<file path="config.mk">
export PLATFORM = sky130hd
export DESIGN_NAME = mem_arbiter_flat
export DESIGN_NICKNAME = d
export VERILOG_FILES = /design/src/rtl/mem_pkg.sv /design/src/rtl/mem_arbiter_if.sv /design/src/rtl/mem_arbiter_rr_pick2.sv /design/src/rtl/mem_arbiter.sv /design/src/flat_wrapper.sv
export SDC_FILE = /design/constraint.sdc
export NUM_CORES = 1
export LEC_CHECK = 0
export ABC_AREA = 1
export CAP_MARGIN = 30
export CORE_MARGIN = 10
export CORE_UTILIZATION = 36
export DETAILED_ROUTE_END_ITERATION = 8
export PLACE_DENSITY = 0.82
export REMOVE_ABC_BUFFERS = 1
export SLEW_MARGIN = 20
export SYNTH_ARGS = -nofsm -noshare
export SYNTH_HDL_FRONTEND = slang
export SYNTH_HIERARCHICAL = 1
export SYNTH_SLANG_ARGS = --single-unit
</file>
<file path="constraint.sdc">
create_clock -name clk -period 2 [get_ports clk]
set_input_delay 0.3 -clock clk [delete_from_list [all_inputs] [get_ports clk]]
set_output_delay 0.3 -clock clk [all_outputs]
set_load 0.01 [all_outputs]
</file>
<file path="src/rtl/mem_pkg.sv">
// mem_pkg: shared state/port encodings and default timeout for the memory arbiter
package mem_pkg;
  typedef enum logic [1:0] {IDLE, I_BUSY, D_BUSY} state_t;
  typedef enum logic {PORT_I, PORT_D} port_t;
  localparam int TIMEOUT_DEF = 255;
endpackage

</file>
<file path="src/rtl/mem_arbiter_if.sv">
// mem_arbiter_if: instruction port, data port and shared memory bus of the arbiter
interface mem_arbiter_if;
  logic        i_req, i_wait, i_err;
  logic [31:0] i_addr, i_data;
  logic        d_req, d_we, d_wait, d_err;
  logic [31:0] d_addr, d_wdata, d_rdata;
  logic        bus_rd, bus_wr, bus_ready;
  logic [31:0] bus_addr, bus_wdata, bus_rdata;
  modport master (
    input  i_req, i_addr, d_req, d_we, d_addr, d_wdata, bus_ready, bus_rdata,
    output i_wait, i_data, i_err, d_wait, d_rdata, d_err, bus_addr, bus_wdata, bus_rd, bus_wr
  );
  modport slave (
    output i_req, i_addr, d_req, d_we, d_addr, d_wdata, bus_ready, bus_rdata,
    input  i_wait, i_data, i_err, d_wait, d_rdata, d_err, bus_addr, bus_wdata, bus_rd, bus_wr
  );
endinterface

</file>
<file path="src/rtl/mem_arbiter_rr_pick2.sv">
// rr_pick2: two-way round-robin pick, one-hot grant {d, i}
module rr_pick2
  import mem_pkg::*;
(
  input  logic       req_i,
  input  logic       req_d,
  input  port_t      last,
  output logic [1:0] gnt
);
  assign gnt = (req_i & req_d) ? (last == PORT_D ? 2'b01 : 2'b10) : {req_d, req_i};
endmodule

</file>
<file path="src/rtl/mem_arbiter.sv">
// mem_arbiter: shares one memory bus between instruction and data ports,
// round-robin on contention, with a busy-cycle timeout that aborts stuck transfers.
module mem_arbiter
  import mem_pkg::*;
#(
  parameter int TIMEOUT = TIMEOUT_DEF
) (
  input logic clk,
  input logic Nrst,
  mem_arbiter_if.master m
);
  state_t     state;
  port_t      last;
  logic [7:0] cnt;
  logic [1:0] gnt;
  logic       timeout, done, i_own, d_own;
  rr_pick2 u_pick (.req_i(m.i_req), .req_d(m.d_req), .last(last), .gnt(gnt));
  assign timeout  = cnt == 8'(TIMEOUT - 1);
  assign i_own    = state == I_BUSY;
  assign d_own    = state == D_BUSY;
  assign done     = (i_own | d_own) & (m.bus_ready | timeout);
  // a ready on the timeout cycle wins, so err only flags a true abort
  assign m.i_wait = m.i_req & ~(i_own & done);
  assign m.i_err  = i_own & done & ~m.bus_ready;
  assign m.i_data = (i_own & m.bus_ready) ? m.bus_rdata : '0;
  assign m.d_wait = m.d_req & ~(d_own & done);
  assign m.d_err  = d_own & done & ~m.bus_ready;
  assign m.d_rdata = (d_own & m.bus_ready) ? m.bus_rdata : '0;
  always_ff @(posedge clk or negedge Nrst)
    if (!Nrst) begin
      state       <= IDLE;
      last        <= PORT_D;
      cnt         <= '0;
      m.bus_addr  <= '0;
      m.bus_wdata <= '0;
      m.bus_rd    <= 1'b0;
      m.bus_wr    <= 1'b0;
    end else if (state == IDLE) begin
      if (|gnt) begin
        state       <= gnt[0] ? I_BUSY : D_BUSY;
        last        <= gnt[0] ? PORT_I : PORT_D;
        cnt         <= '0;
        m.bus_addr  <= gnt[0] ? m.i_addr : m.d_addr;
        m.bus_wdata <= gnt[0] ? '0 : m.d_wdata;
        m.bus_rd    <= gnt[0] | ~m.d_we;
        m.bus_wr    <= gnt[1] & m.d_we;
      end
    end else if (done) begin
      state    <= IDLE;
      m.bus_rd <= 1'b0;
      m.bus_wr <= 1'b0;
    end else begin
      cnt <= cnt + 8'd1;
    end
endmodule
</file>
<file path="src/flat_wrapper.sv">
// flat-port wrapper written by rule: the top's interface ports become plain ports
module mem_arbiter_flat import mem_pkg::*;
#(
  parameter int TIMEOUT = TIMEOUT_DEF
)
  (clk, Nrst, m_i_req, m_i_addr, m_d_req, m_d_we, m_d_addr, m_d_wdata, m_bus_ready, m_bus_rdata, m_i_wait, m_i_data, m_i_err, m_d_wait, m_d_rdata, m_d_err, m_bus_addr, m_bus_wdata, m_bus_rd, m_bus_wr);
  mem_arbiter_if m_i ();
  input logic clk;
  input logic Nrst;
  input wire logic [$bits(m_i.i_req)-1:0] m_i_req;
  input wire logic [$bits(m_i.i_addr)-1:0] m_i_addr;
  input wire logic [$bits(m_i.d_req)-1:0] m_d_req;
  input wire logic [$bits(m_i.d_we)-1:0] m_d_we;
  input wire logic [$bits(m_i.d_addr)-1:0] m_d_addr;
  input wire logic [$bits(m_i.d_wdata)-1:0] m_d_wdata;
  input wire logic [$bits(m_i.bus_ready)-1:0] m_bus_ready;
  input wire logic [$bits(m_i.bus_rdata)-1:0] m_bus_rdata;
  output wire logic [$bits(m_i.i_wait)-1:0] m_i_wait;
  output wire logic [$bits(m_i.i_data)-1:0] m_i_data;
  output wire logic [$bits(m_i.i_err)-1:0] m_i_err;
  output wire logic [$bits(m_i.d_wait)-1:0] m_d_wait;
  output wire logic [$bits(m_i.d_rdata)-1:0] m_d_rdata;
  output wire logic [$bits(m_i.d_err)-1:0] m_d_err;
  output wire logic [$bits(m_i.bus_addr)-1:0] m_bus_addr;
  output wire logic [$bits(m_i.bus_wdata)-1:0] m_bus_wdata;
  output wire logic [$bits(m_i.bus_rd)-1:0] m_bus_rd;
  output wire logic [$bits(m_i.bus_wr)-1:0] m_bus_wr;
  assign m_i.i_req = m_i_req;
  assign m_i.i_addr = m_i_addr;
  assign m_i.d_req = m_d_req;
  assign m_i.d_we = m_d_we;
  assign m_i.d_addr = m_d_addr;
  assign m_i.d_wdata = m_d_wdata;
  assign m_i.bus_ready = m_bus_ready;
  assign m_i.bus_rdata = m_bus_rdata;
  assign m_i_wait = m_i.i_wait;
  assign m_i_data = m_i.i_data;
  assign m_i_err = m_i.i_err;
  assign m_d_wait = m_i.d_wait;
  assign m_d_rdata = m_i.d_rdata;
  assign m_d_err = m_i.d_err;
  assign m_bus_addr = m_i.bus_addr;
  assign m_bus_wdata = m_i.bus_wdata;
  assign m_bus_rd = m_i.bus_rd;
  assign m_bus_wr = m_i.bus_wr;
  mem_arbiter #(.TIMEOUT(TIMEOUT)) u_core (.clk(clk), .Nrst(Nrst), .m(m_i));
endmodule
</file>
# Word level (Yosys, flattened, before mapping)
# Cells that the tools add are included.
[op_classes]
n_addsub = 1
n_eq_ne = 5
mux = 19
n_bitwise = 18
n_reduce_logical = 6
[op_table]
columns = ["cell", "count"]
rows = [
  ["32-bit 2-to-1 mux", 4],
  ["8-bit 2-to-1 mux", 3],
  ["2-bit 2-to-1 mux", 6],
  ["1-bit AND", 11],
  ["8-bit by 1-bit adder with 8-bit output, second input constant", 1],
  ["8-bit equality test, second input constant", 1],
  ["1-bit 2-to-1 mux", 6],
  ["2-bit AND reduction", 3],
  ["2-bit inequality test, second input constant", 2],
  ["1-bit inverter", 4],
  ["1-bit OR", 3],
  ["2-bit by 1-bit equality test with 1-bit output, second input constant", 1],
  ["2-bit equality test, second input constant", 1],
  ["2-bit zero test", 1],
  ["2-bit nonzero test", 1],
  ["2-bit OR reduction", 1],
]
[totals]
ff_bits = 77
output_inout_bits = 134
word_cells = 56

# Longest topological paths before layout
[logic_depth]
ltp_word = 6
depth_mapped = 10

# Hierarchy
# Netlist, hierarchy kept.
[modules_own_cells]
columns = ["module", "n_inst", "cells_per_inst", "area_per_inst_um2", "seq_area_each_um2"]
rows = [
  ["mem_arbiter", 1, 487, 3901.2, 1928.1],
  ["rr_pick2", 1, 5, 21.3, 0.0],
]

# Worst setup path before layout
# Ideal clock, no wire load.
[synth_timing]
kind = "register to register"
startpoint = "reg u_core.state[0]"
endpoint = "reg u_core.state[0]"
setup_time_ns = 0.118
arrival_time_ns = 1.335
t_required_ns = 1.882
path_slack_ns = 0.547
path_stages_with_launch = 10
n_path_buf = 2
path_cell_list = "dfrtp_1 inv_1 ha_1 nand2_1 nand2_1 inv_2 buf_4 buf_4 nand3_1 nand2_1"
[synth_via]
elab_chain_len = 5
elab_cells_between_ends = 9
cone_classes = "eq/ne: 3; mux: 1; bitwise: 2; reduce/logical: 3"
[synth_lines]
columns = ["element", "line", "source"]
rows = [
  ["start: declaration", "mem_arbiter.sv:12", "state_t state;"],
  ["start signal: assignment", "mem_arbiter.sv:40", "state <= gnt[0] ? I_BUSY : D_BUSY;"],
  ["2-bit by 1-bit equality test with 1-bit output / 2-bit equality test (equally long branches)", "mem_arbiter.sv:19, mem_arbiter.sv:20", ""],
  ["1-bit OR", "mem_arbiter.sv:21", "assign done = (i_own | d_own) & (m.bus_ready | timeout);"],
  ["1-bit AND", "mem_arbiter.sv:21", ""],
  ["2-bit nonzero test (no line)", "n/a", ""],
  ["2-bit AND reduction (no line)", "n/a", ""],
]
# Parallel ways exist; a longest one is shown, timed or not.
# A chain may end at the register's enable or synchronous reset.

# Worst setup path in the final report
[layout_timing]
startpoint = "reg u_core.state[1]"
endpoint = "out m_i_data[26]"
[layout_via]
elab_chain_len = 3
[layout_lines]
columns = ["element", "line", "source"]
rows = [
  ["2-bit by 1-bit equality test with 1-bit output", "mem_arbiter.sv:19", "assign i_own = state == I_BUSY;"],
  ["1-bit AND", "mem_arbiter.sv:25", "assign m.i_data = (i_own & m.bus_ready) ? m.bus_rdata : '0;"],
  ["32-bit 2-to-1 mux", "mem_arbiter.sv:25", ""],
  ["end: declaration", "flat_wrapper.sv:19", "output wire logic [$bits(m_i.i_data)-1:0] m_i_data;"],
]
# No other way between the ends.

==> results.json <==
{
  "yosysMostFrequentCell": "nand2_1",
  "cts-root-buf": "clkbuf_8",
  "grt_antenna_before_repair": 0,
  "netlist_top_cells_count": "nand2_1 (95), inv_1 (79), dfrtp_1 (76)",
  "dieHeight_um": 124,
  "antenna_cells": 0,
  "io_buffers": 267,
  "end_kind": "output port",
  "syn_area_sq_um": 3920,
  "hold_violations": 0,
  "yosys.area.top_type": "dfrtp_1",
  "syn-instance-count": 492,
  "totalWireLength_mm": 15.8,
  "dp.cells": 888,
  "yosysUniqueCellTypes": 26,
  "cts_sinks": 77,
  "num_vias": 4332,
  "cp-startpoint": "u_core/state[1]",
  "gp_congestion": 0.832,
  "slew_headroom": 0.631,
  "worstMarginPinSlew_ns": 0.554,
  "grt_max_degree": 78,
  "fin_cells": 907,
  "dieWidth_um": 124,
  "drive_gt1_frac": 0.126,
  "place_ws_ns": -0.0724,
  "grt_setup_unrepaired": "true",
  "fin_crit_ns": 1.91,
  "yosysSeqAreaShare": 0.492,
  "via_per_inst": 4.78,
  "hp-class": "input pin to async pin",
  "p_leak_uw": 0.00341,
  "ys_ff_latch": 77,
  "max_cap_violations": 0,
  "post-route-period-util": 0.953,
  "synth_ff_type": "dfrtp_1",
  "finalWorstSetupSlack_ns": 0.0941,
  "synth_edf_count": 0,
  "post_cts_buffers": 0,
  "power_density_nw_per_um2": 1230,
  "async_flop_share": 1.00,
  "synth_warnings": 6,
  "crit_type": "flop to output port",
  "start_kind": "flop",
  "fillCellCount": 876,
  "track_usage": 0.194,
  "die_area_sq_um": 15500,
  "first_global_vias": 4566,
  "cp_max_fo": 8,
  "synth_area_per_cell_sq_um": 7.97,
  "clockBufferDepth": 2,
  "ant_nets": 0,
  "required_ns": 1.70,
  "cts_max_level": 3,
  "rows": 38,
  "initial_utilization": 0.365,
  "critical_path_arrival_ns": 1.61,
  "synth_area_leaders": "dfrtp_1 (48%), nand2_1 (9.1%), inv_1 (7.6%)",
  "status": "completed",
  "grt_pass1_wl_mm": 24.6,
  "first_iter_violations": 205,
  "fin_skew_ns": 0.0114,
  "area_growth_syn_to_layout_pct": 76.3,
  "io_pins": 268,
  "yosysTopAreaCellShare": 0.485,
  "setup_viol": 0,
  "nets": 901,
  "post-dp-hpwl_mm": 12.6,
  "irDropWorstVdd_mv": 0.702,
  "dr.pass1.iters": 5,
  "cts_tree": "built",
  "fmax_mhz": 525,
  "path_clk_slew_ns": 0.08,
  "core_sq_um": 10700,
  "maxSlewViolCount": 0,
  "holdWs_ns": 0.458,
  "drc": 0,
  "clk_latency_ns": 0.35,
  "numCtsBuffers": 9,
  "wl_per_cell_um": 17.4,
  "grt_overflow_total": 0,
  "rr_startpoint": "u_core/state[1]"
}
layout by cell type (no fill, tap or decap), types with 3 or more instances in the layout:
master,count
clkdlybuf4s50_1,198
nand2_1,92
inv_1,77
dfrtp_1,76
nor2_1,65
o21ai_0,50
clkbuf_2,35
a22o_1,32
clkdlybuf4s15_1,25
nand3_1,22
o21ai_1,14
clkbuf_8,11
buf_4,10
buf_12,7
buf_2,6
nand4_1,5
nand3_2,4
inv_2,3
nor2_2,3
nand2_2,3
ha_1,3
layout make-up:
cell class	count	area, sq um	area share
Timing Repair Buffer	286	2720	0.393
Sequential cell	77	1930	0.279
Multi-Input combinational cell	307	1610	0.232
Inverter	81	305	0.0441
Tap cell	140	175	0.0253
Clock buffer	13	159	0.0230
Clock inverter	3	20.0	0.00289
path summary, 6_finish.rpt:
check	end	slack [ns]	cells past startpoint
setup / recovery	m_i_data[26]	0.09	6
hold / removal	u_core/m.bus_wdata[0]	0.46	2
setup reg to reg	u_core/m.bus_wdata[2]	0.36	7
hold reg to reg	u_core/m.bus_addr[24]	0.49	2
max in group asynchronous	u_core/m.bus_addr[28]	0.92	3
min in group clk	u_core/m.bus_addr[24]	0.49	2
metal layers:
metal	track usage	wire (um)	vias to the layer above
met5	0	0	-
met4	0.0706	412	0
met3	0.101	1810	23
met2	0.321	7610	236
met1	0.205	5990	1982
li1	-	-	2091
critical path, stage by stage (launching register included):
cell	delay, ns
dfrtp_1	0.42
inv_2	0.09
ha_4	0.15
nand2_4	0.08
clkbuf_16	0.18
nor2_1	0.09
clkdlybuf4s15_1	0.26
kinds of logic (layout without fill, tap and decap cells):
family                     count (synthesis)  in the layout  share of synthesized area
AOI/OAI and AO/OA                         99             99                      0.158
adders and majority gates                  5              5                     0.0159
DFF                                       77             77                      0.492
xor gates and xnor gates                   3              3                    0.00670
and+or+nand+nor                          200            200                      0.221
buffers and inverters                    108            383                      0.107
per-stage QoR:
stage | util | instance area, sq um | TNS (ns) | power, uW
floorplan | - | 3800 | -56.10 | 4630
global placement | 0.639 | 6860 | -1.06 | 7340
detailed placement | 0.639 | 6860 | -2.18 | 7500
CTS | 0.651 | 7000 | -0.0157 | 8540
global route | 0.644 | 6920 | -0.0308 | 9110
finish | 0.644 | 6920 | 0 | 8490
power by group:
group          internal [uW]  total [uW]  leakage, uW  switching, uW
clock network            518        1080    0.0000857            566
logic                   2390        4650      0.00234           2270
registers               2300        2750     0.000980            451
total                   5210        8490      0.00341           3280
state kept, by name, indices dropped and copies added (netlist names):
register / count
u_core/last: 1
u_core/m.bus_wdata: 32
u_core/m.bus_wr: 1
u_core/cnt: 8
u_core/m.bus_addr: 32
u_core/m.bus_rd: 1
u_core/state: 2
repair_timing:
| item | CTS | global route |
|---|---|---|
| hold buffers | 1 | 0 |
| endpoints found under the setup margin | 68 | 68 |
| gates resized for setup | 100 | 95 |
| cloned | 0 | 2 |
| endpoints found under the hold margin | 38 | 0 |
| pin swaps | 2 | 1 |
Note: power is estimated with default switching activity, not from simulation.
